===== src/rtl/bus_rx_fifo8.sv =====
// bus_rx_fifo8 - receive side of the shared 8-bit tristate data bus.
//
// Samples the bus on a capture strobe (ld). The byte is queued only when
// exactly one bus driver has its T line low. Queued bytes are drained through
// a valid/ready handshake. Sticky error flags record three kinds of event:
// a floating bus, driver contention, and a capture dropped because the FIFO
// was full.
//
// Ports
//   clk           rising-edge clock
//   rst           asynchronous active-high reset
//   bus[7:0]      shared data bus
//   drv_t[NDRV]   driver output-disable lines (0 = driving)
//   ld            capture strobe
//   out_data[7:0] head byte (8'h00 when empty)
//   out_valid     FIFO non-empty
//   out_ready     consumer accepts head byte
//   count         occupancy, 0..DEPTH
//   full, empty   occupancy status
//   err_float     sticky: capture with no driver enabled
//   err_conflict  sticky: capture with more than one driver enabled
//   err_ovf       sticky: valid capture dropped while full
//   err_clr       synchronous clear of the sticky flags
module bus_rx_fifo8 #(
  parameter int DEPTH = 4,
  parameter int NDRV  = 4
) (
  input  logic                     clk,
  input  logic                     rst,
  input  logic [7:0]               bus,
  input  logic [NDRV-1:0]          drv_t,
  input  logic                     ld,
  output logic [7:0]               out_data,
  output logic                     out_valid,
  input  logic                     out_ready,
  output logic [$clog2(DEPTH):0]   count,
  output logic                     full,
  output logic                     empty,
  output logic                     err_float,
  output logic                     err_conflict,
  output logic                     err_ovf,
  input  logic                     err_clr
);

  localparam int AW = $clog2(DEPTH);
  localparam int CW = AW + 1;
  localparam int ZW = $clog2(NDRV + 1);

  logic [7:0]    mem [DEPTH];
  logic [AW-1:0] wr_ptr_reg, wr_ptr_next;
  logic [AW-1:0] rd_ptr_reg, rd_ptr_next;
  logic [CW-1:0] count_reg, count_next;
  logic          err_float_reg, err_float_next;
  logic          err_conflict_reg, err_conflict_next;
  logic          err_ovf_reg, err_ovf_next;

  logic [ZW-1:0] n_enabled;
  logic          one_drv;
  logic          no_drv;
  logic          multi_drv;
  logic          push;
  logic          pop;
  logic          ovf_evt;

  // Count drivers that are actively driving (T line low).
  always_comb begin
    n_enabled = '0;
    for (int i = 0; i < NDRV; i++) begin
      n_enabled = n_enabled + ZW'(~drv_t[i]);
    end
  end

  assign one_drv   = (n_enabled == ZW'(1));
  assign no_drv    = (n_enabled == '0);
  assign multi_drv = !no_drv && !one_drv;

  assign empty     = (count_reg == '0);
  assign full      = (count_reg == CW'(DEPTH));
  assign out_valid = !empty;
  assign count     = count_reg;

  // out_ready is only honoured while a byte is presented.
  assign pop = out_valid && out_ready;

  // A simultaneous pop frees the slot, so a push into a full FIFO is legal
  // on that edge.
  assign push    = ld && one_drv && (!full || pop);
  assign ovf_evt = ld && one_drv && full && !pop;

  always_comb begin
    wr_ptr_next = wr_ptr_reg;
    rd_ptr_next = rd_ptr_reg;
    count_next  = count_reg;
    if (push) begin
      wr_ptr_next = wr_ptr_reg + AW'(1);
    end
    if (pop) begin
      rd_ptr_next = rd_ptr_reg + AW'(1);
    end
    case ({push, pop})
      2'b10:   count_next = count_reg + CW'(1);
      2'b01:   count_next = count_reg - CW'(1);
      default: count_next = count_reg;
    endcase
    // A new event wins over a clear on the same edge.
    err_float_next    = (err_float_reg    && !err_clr) || (ld && no_drv);
    err_conflict_next = (err_conflict_reg && !err_clr) || (ld && multi_drv);
    err_ovf_next      = (err_ovf_reg      && !err_clr) || ovf_evt;
  end

  always_ff @(posedge clk or posedge rst) begin
    if (rst) begin
      wr_ptr_reg       <= '0;
      rd_ptr_reg       <= '0;
      count_reg        <= '0;
      err_float_reg    <= 1'b0;
      err_conflict_reg <= 1'b0;
      err_ovf_reg      <= 1'b0;
    end else begin
      wr_ptr_reg       <= wr_ptr_next;
      rd_ptr_reg       <= rd_ptr_next;
      count_reg        <= count_next;
      err_float_reg    <= err_float_next;
      err_conflict_reg <= err_conflict_next;
      err_ovf_reg      <= err_ovf_next;
    end
  end

  // Storage needs no reset: contents are only visible through count.
  always_ff @(posedge clk) begin
    if (push) begin
      mem[wr_ptr_reg] <= bus;
    end
  end

  assign out_data     = empty ? 8'h00 : mem[rd_ptr_reg];
  assign err_float    = err_float_reg;
  assign err_conflict = err_conflict_reg;
  assign err_ovf      = err_ovf_reg;

endmodule

===== config.mk =====
export PLATFORM = sky130hd
export DESIGN_NAME = bus_rx_fifo8
export DESIGN_NICKNAME = d
export VERILOG_FILES = /design/src/rtl/bus_rx_fifo8.sv
export SDC_FILE = /design/constraint.sdc
export NUM_CORES = 1
export LEC_CHECK = 0
export CAP_MARGIN = 20
export CORE_ASPECT_RATIO = 1.1
export CORE_MARGIN = 8
export CORE_UTILIZATION = 52
export CTS_CLUSTER_SIZE = 25
export DETAILED_ROUTE_END_ITERATION = 10
export PLACE_DENSITY = 0.81
export SYNTH_ARGS = -nofsm -noshare
export SYNTH_HDL_FRONTEND = slang
export SYNTH_SLANG_ARGS = --single-unit
export TNS_END_PERCENT = 30

===== constraint.sdc =====
create_clock -name clk -period 2.85 [get_ports clk]
set_clock_uncertainty 0.2 [all_clocks]
set_input_delay 0.57 -clock clk [delete_from_list [all_inputs] [get_ports clk]]
set_output_delay 0.57 -clock clk [all_outputs]
set_load 0.01 [all_outputs]

==> impl_results.md <==
- First-pass GRT wire length: 6.16 mm
- DR vias: 1183
- Largest net degree at the start of global routing: 15
- Dominant cell type by area after synthesis: edfxtp_1
- Post-Route WL: 3.77 mm
- Hold path endpoint: err_ovf$_DFF_PP0_
- TritonRoute pass-1 iters: 4
- Worst flop-to-flop path startpoint: count[2]$_DFFE_PP0P_
- Total GRT Usage: 14.3%
- WP data required: 2.84 ns
- CTS Buffer Depth: 2
- Clk Latency, worst-skew pair: 0.30 ns
- Root buffer cell: clkbuf_8
- Setup CP Type: input port to register
- Placed cell area: 2420 sq um
- Initial Util: 53.6%
- Final #Nets: 197
- Mux cell area share after synthesis: 9.93%
- R2R cell count: 5
- Number of hold violations in the final report: 0
- R2R Setup Slk: 0.63 ns
- Least-Margin Pin Slew: 0.435 ns
- Die area: 5910 sq um
- Top-area cell type share of the netlist area: 49.8%
- # DRC: 0
- Top_reg_cell synth: edfxtp_1
- Hold depth: 2
- Max Transition Viols Final: 0
- Setup violators final: 0
- Leak pwr: 0.968 nW
- Post-synth EDFFs: 32
- Number of H-tree levels: 2
- Placer Congestion: 0.777
- Main combinational cell family by area after synthesis: multiplexers
- GR Overflow Total: 0
- RSZ-0062 raised after global routing: yes
- TritonCTS Buffers: 5
- IO Pins: 34
- Number of buffers added on ports: 33
- Simple-gate area share of the yosys netlist: 9.02%
- Hold WS: 0.333 ns
- Post-synthesis compound-gate area fraction: 5.45%
- Max FFs per register: 32
- ANT nets after route: 0
- Max-Slew Margin vs Limit: 70.9%
- Post-Syn Nets: 150
- Period utilization: 98.2%
- Seq/Total Area, Yosys: 62.8%
- Detailed Place HPWL: 2.88 mm
- Chip width: 74.1 microns
- Hold crit path type: register to register
- Worst setup SP type: input port
- Synth Area per Inst: 15.4 sq um
- Layout fillers: 251
- Clk sinks: 42
- Reg-to-Reg End: count[1]$_DFFE_PP0P_
- CP Data Arrival Time: 2.78 ns
- Vias in the first global route: 1304
- Xor and xnor area share after synthesis: 2.66%
- Clk slew on worst S/H paths: 0.08 ns
- Synthesis Warnings: 0
- Worst Path Max Fanout: 4
- Die height: 79.9 microns
- Design Area, Final: 2570 sq um
- Post-synthesis cell type count: 32
- DR iter-0 viols: 66
- Syn Inst Count: 125
- FP Rows: 23
- Max cap viols: 0
- Post-synthesis async set-or-reset flop share: 23.8%
- Vias per inst: 5.30
- Pwr/cell area: 931 nW/um^2
- Synth area leaders: edfxtp_1 (50%), dfrtp_1 (13%), mux4_2 (9.3%)
- Hold_sp: err_ovf$_DFF_PP0_
- CP endpoint kind: register
- Status: completed
- Synth Area in Adders: 5.97%
- CTS tree: yes
- Area delta synth->final: 33.5%
- Syn Std Cell Area: 1930 sq um
- VDD IR-drop max: 0.407 mV
- Fraction of layout cells with a size suffix above 1: 27.2%
- Final Critical Period: 2.80 ns
- Core area: 3600 sq um
- Initial antenna violation count: 0
- N_diodes: 0
- Synthesis-stage register bit count: 42
- Avg WL per Cell: 16.9 microns
- Peak Freq: 357 MHz
final cells by class:
| class | instances | area (sq um) | share of cell area (%) |
|---|---|---|---|
| Multi-Input combinational cell | 65 | 699 | 27.2 |
| Clock inverter | 3 | 68.8 | 2.67 |
| Inverter | 13 | 48.8 | 1.90 |
| Timing Repair Buffer | 45 | 415 | 16.1 |
| Sequential cell | 42 | 1210 | 47.0 |
| Clock buffer | 5 | 68.8 | 2.67 |
| Tap cell | 50 | 62.6 | 2.43 |
power by group:
part           internal, mW  switching, mW  total (mW)
clock                 0.351          0.207       0.558
sequential            0.743         0.0949       0.838
combinational         0.586          0.417        1.00
total                  1.68          0.719        2.40
cells by family after synthesis:
group | count (synthesis)
flops | 42
simple gates | 30
buf+inv | 18
compound gates | 13
mux | 9
fa+ha+maj | 8
xor+xnor | 5
critical path, stage by stage:
cell and delay [ns]:
buf_6 0.09, fa_1 0.54, inv_2 0.05, ha_4 0.16, ha_4 0.27, nand4bb_4 0.15
nand3_2 0.07, fa_2 0.37, nand3b_1 0.14, o21ai_2 0.08, a221o_1 0.30
per-stage QoR:
stage | cells | setup TNS (ns) | setup slack [ns] | utilization [%] | power (mW)
6_report | 223 | 0 | 0.0526 | 71.6 | 2.40
3_3_place_gp | 215 | -17.58 | -0.510 | 67.3 | 1.78
2_1_floorplan | 125 | -1.34 | -0.0920 | - | 1.39
4_1_cts | 223 | -0.0378 | -0.0378 | 71.4 | 2.42
5_1_grt | 223 | -0.0401 | -0.0328 | 71.6 | 2.52
3_5_place_dp | 215 | -20.11 | -0.669 | 67.3 | 1.84
how the worst max path moves through the flow:
stage,start,end,slack (ns),cells after the start
floorplan,drv_t[0],count[1]$_DFFE_PP0P_,-0.09,9
CTS,drv_t[0],count[2]$_DFFE_PP0P_,-0.04,11
global route,drv_t[0],count[1]$_DFFE_PP0P_,-0.03,10
finish,drv_t[0],count[2]$_DFFE_PP0P_,0.05,11
detailed placement,drv_t[0],count[2]$_DFFE_PP0P_,-0.67,11
global placement,drv_t[0],count[1]$_DFFE_PP0P_,-0.51,10
per-layer routing:
metal / vias to the layer above / part of all wire, % / track usage [%]
met3: 7 / 6.1 / 5.03
met1: 598 / 38 / 13.7
met2: 27 / 54 / 26.0
li1: 551 / - / -
met4: 0 / 1.8 / 7.20
met5: - / 0 / 0
Yosys cell counts, types with 2 or more instances:
cell type  count
and2_1        12
clkbuf_1       2
dfrtp_1       10
edfxtp_1      32
fa_1           2
ha_1           6
inv_1         13
mux4_2         8
nand2_1        5
nand3_1        2
nor2_1         5
o21ai_0        4
o22ai_1        2
xnor2_1        4
placed cells by master (no fill, tap or decap), types with 3 or more instances in the layout:
cell / Yosys / final
mux4_2: 8 / 8
ha_1: 6 / 4
nand2_1: 5 / 5
dfrtp_1: 10 / 10
clkbuf_8: 0 / 5
inv_1: 13 / 12
clkdlybuf4s50_1: 0 / 30
and2_1: 12 / 11
buf_4: 0 / 11
o21ai_0: 4 / 3
xnor2_1: 4 / 4
edfxtp_1: 32 / 32
nor2_1: 5 / 4
repair_timing:
action | CTS | global route
pin swaps | 9 | 3
setup buffers | 0 | 0
setup endpoints to repair | 44 | 8
hold buffers | 0 | 0
endpoints found under the hold margin | 0 | 0
resized for setup | 18 | 3
Power figures use the tool's default switching activity.
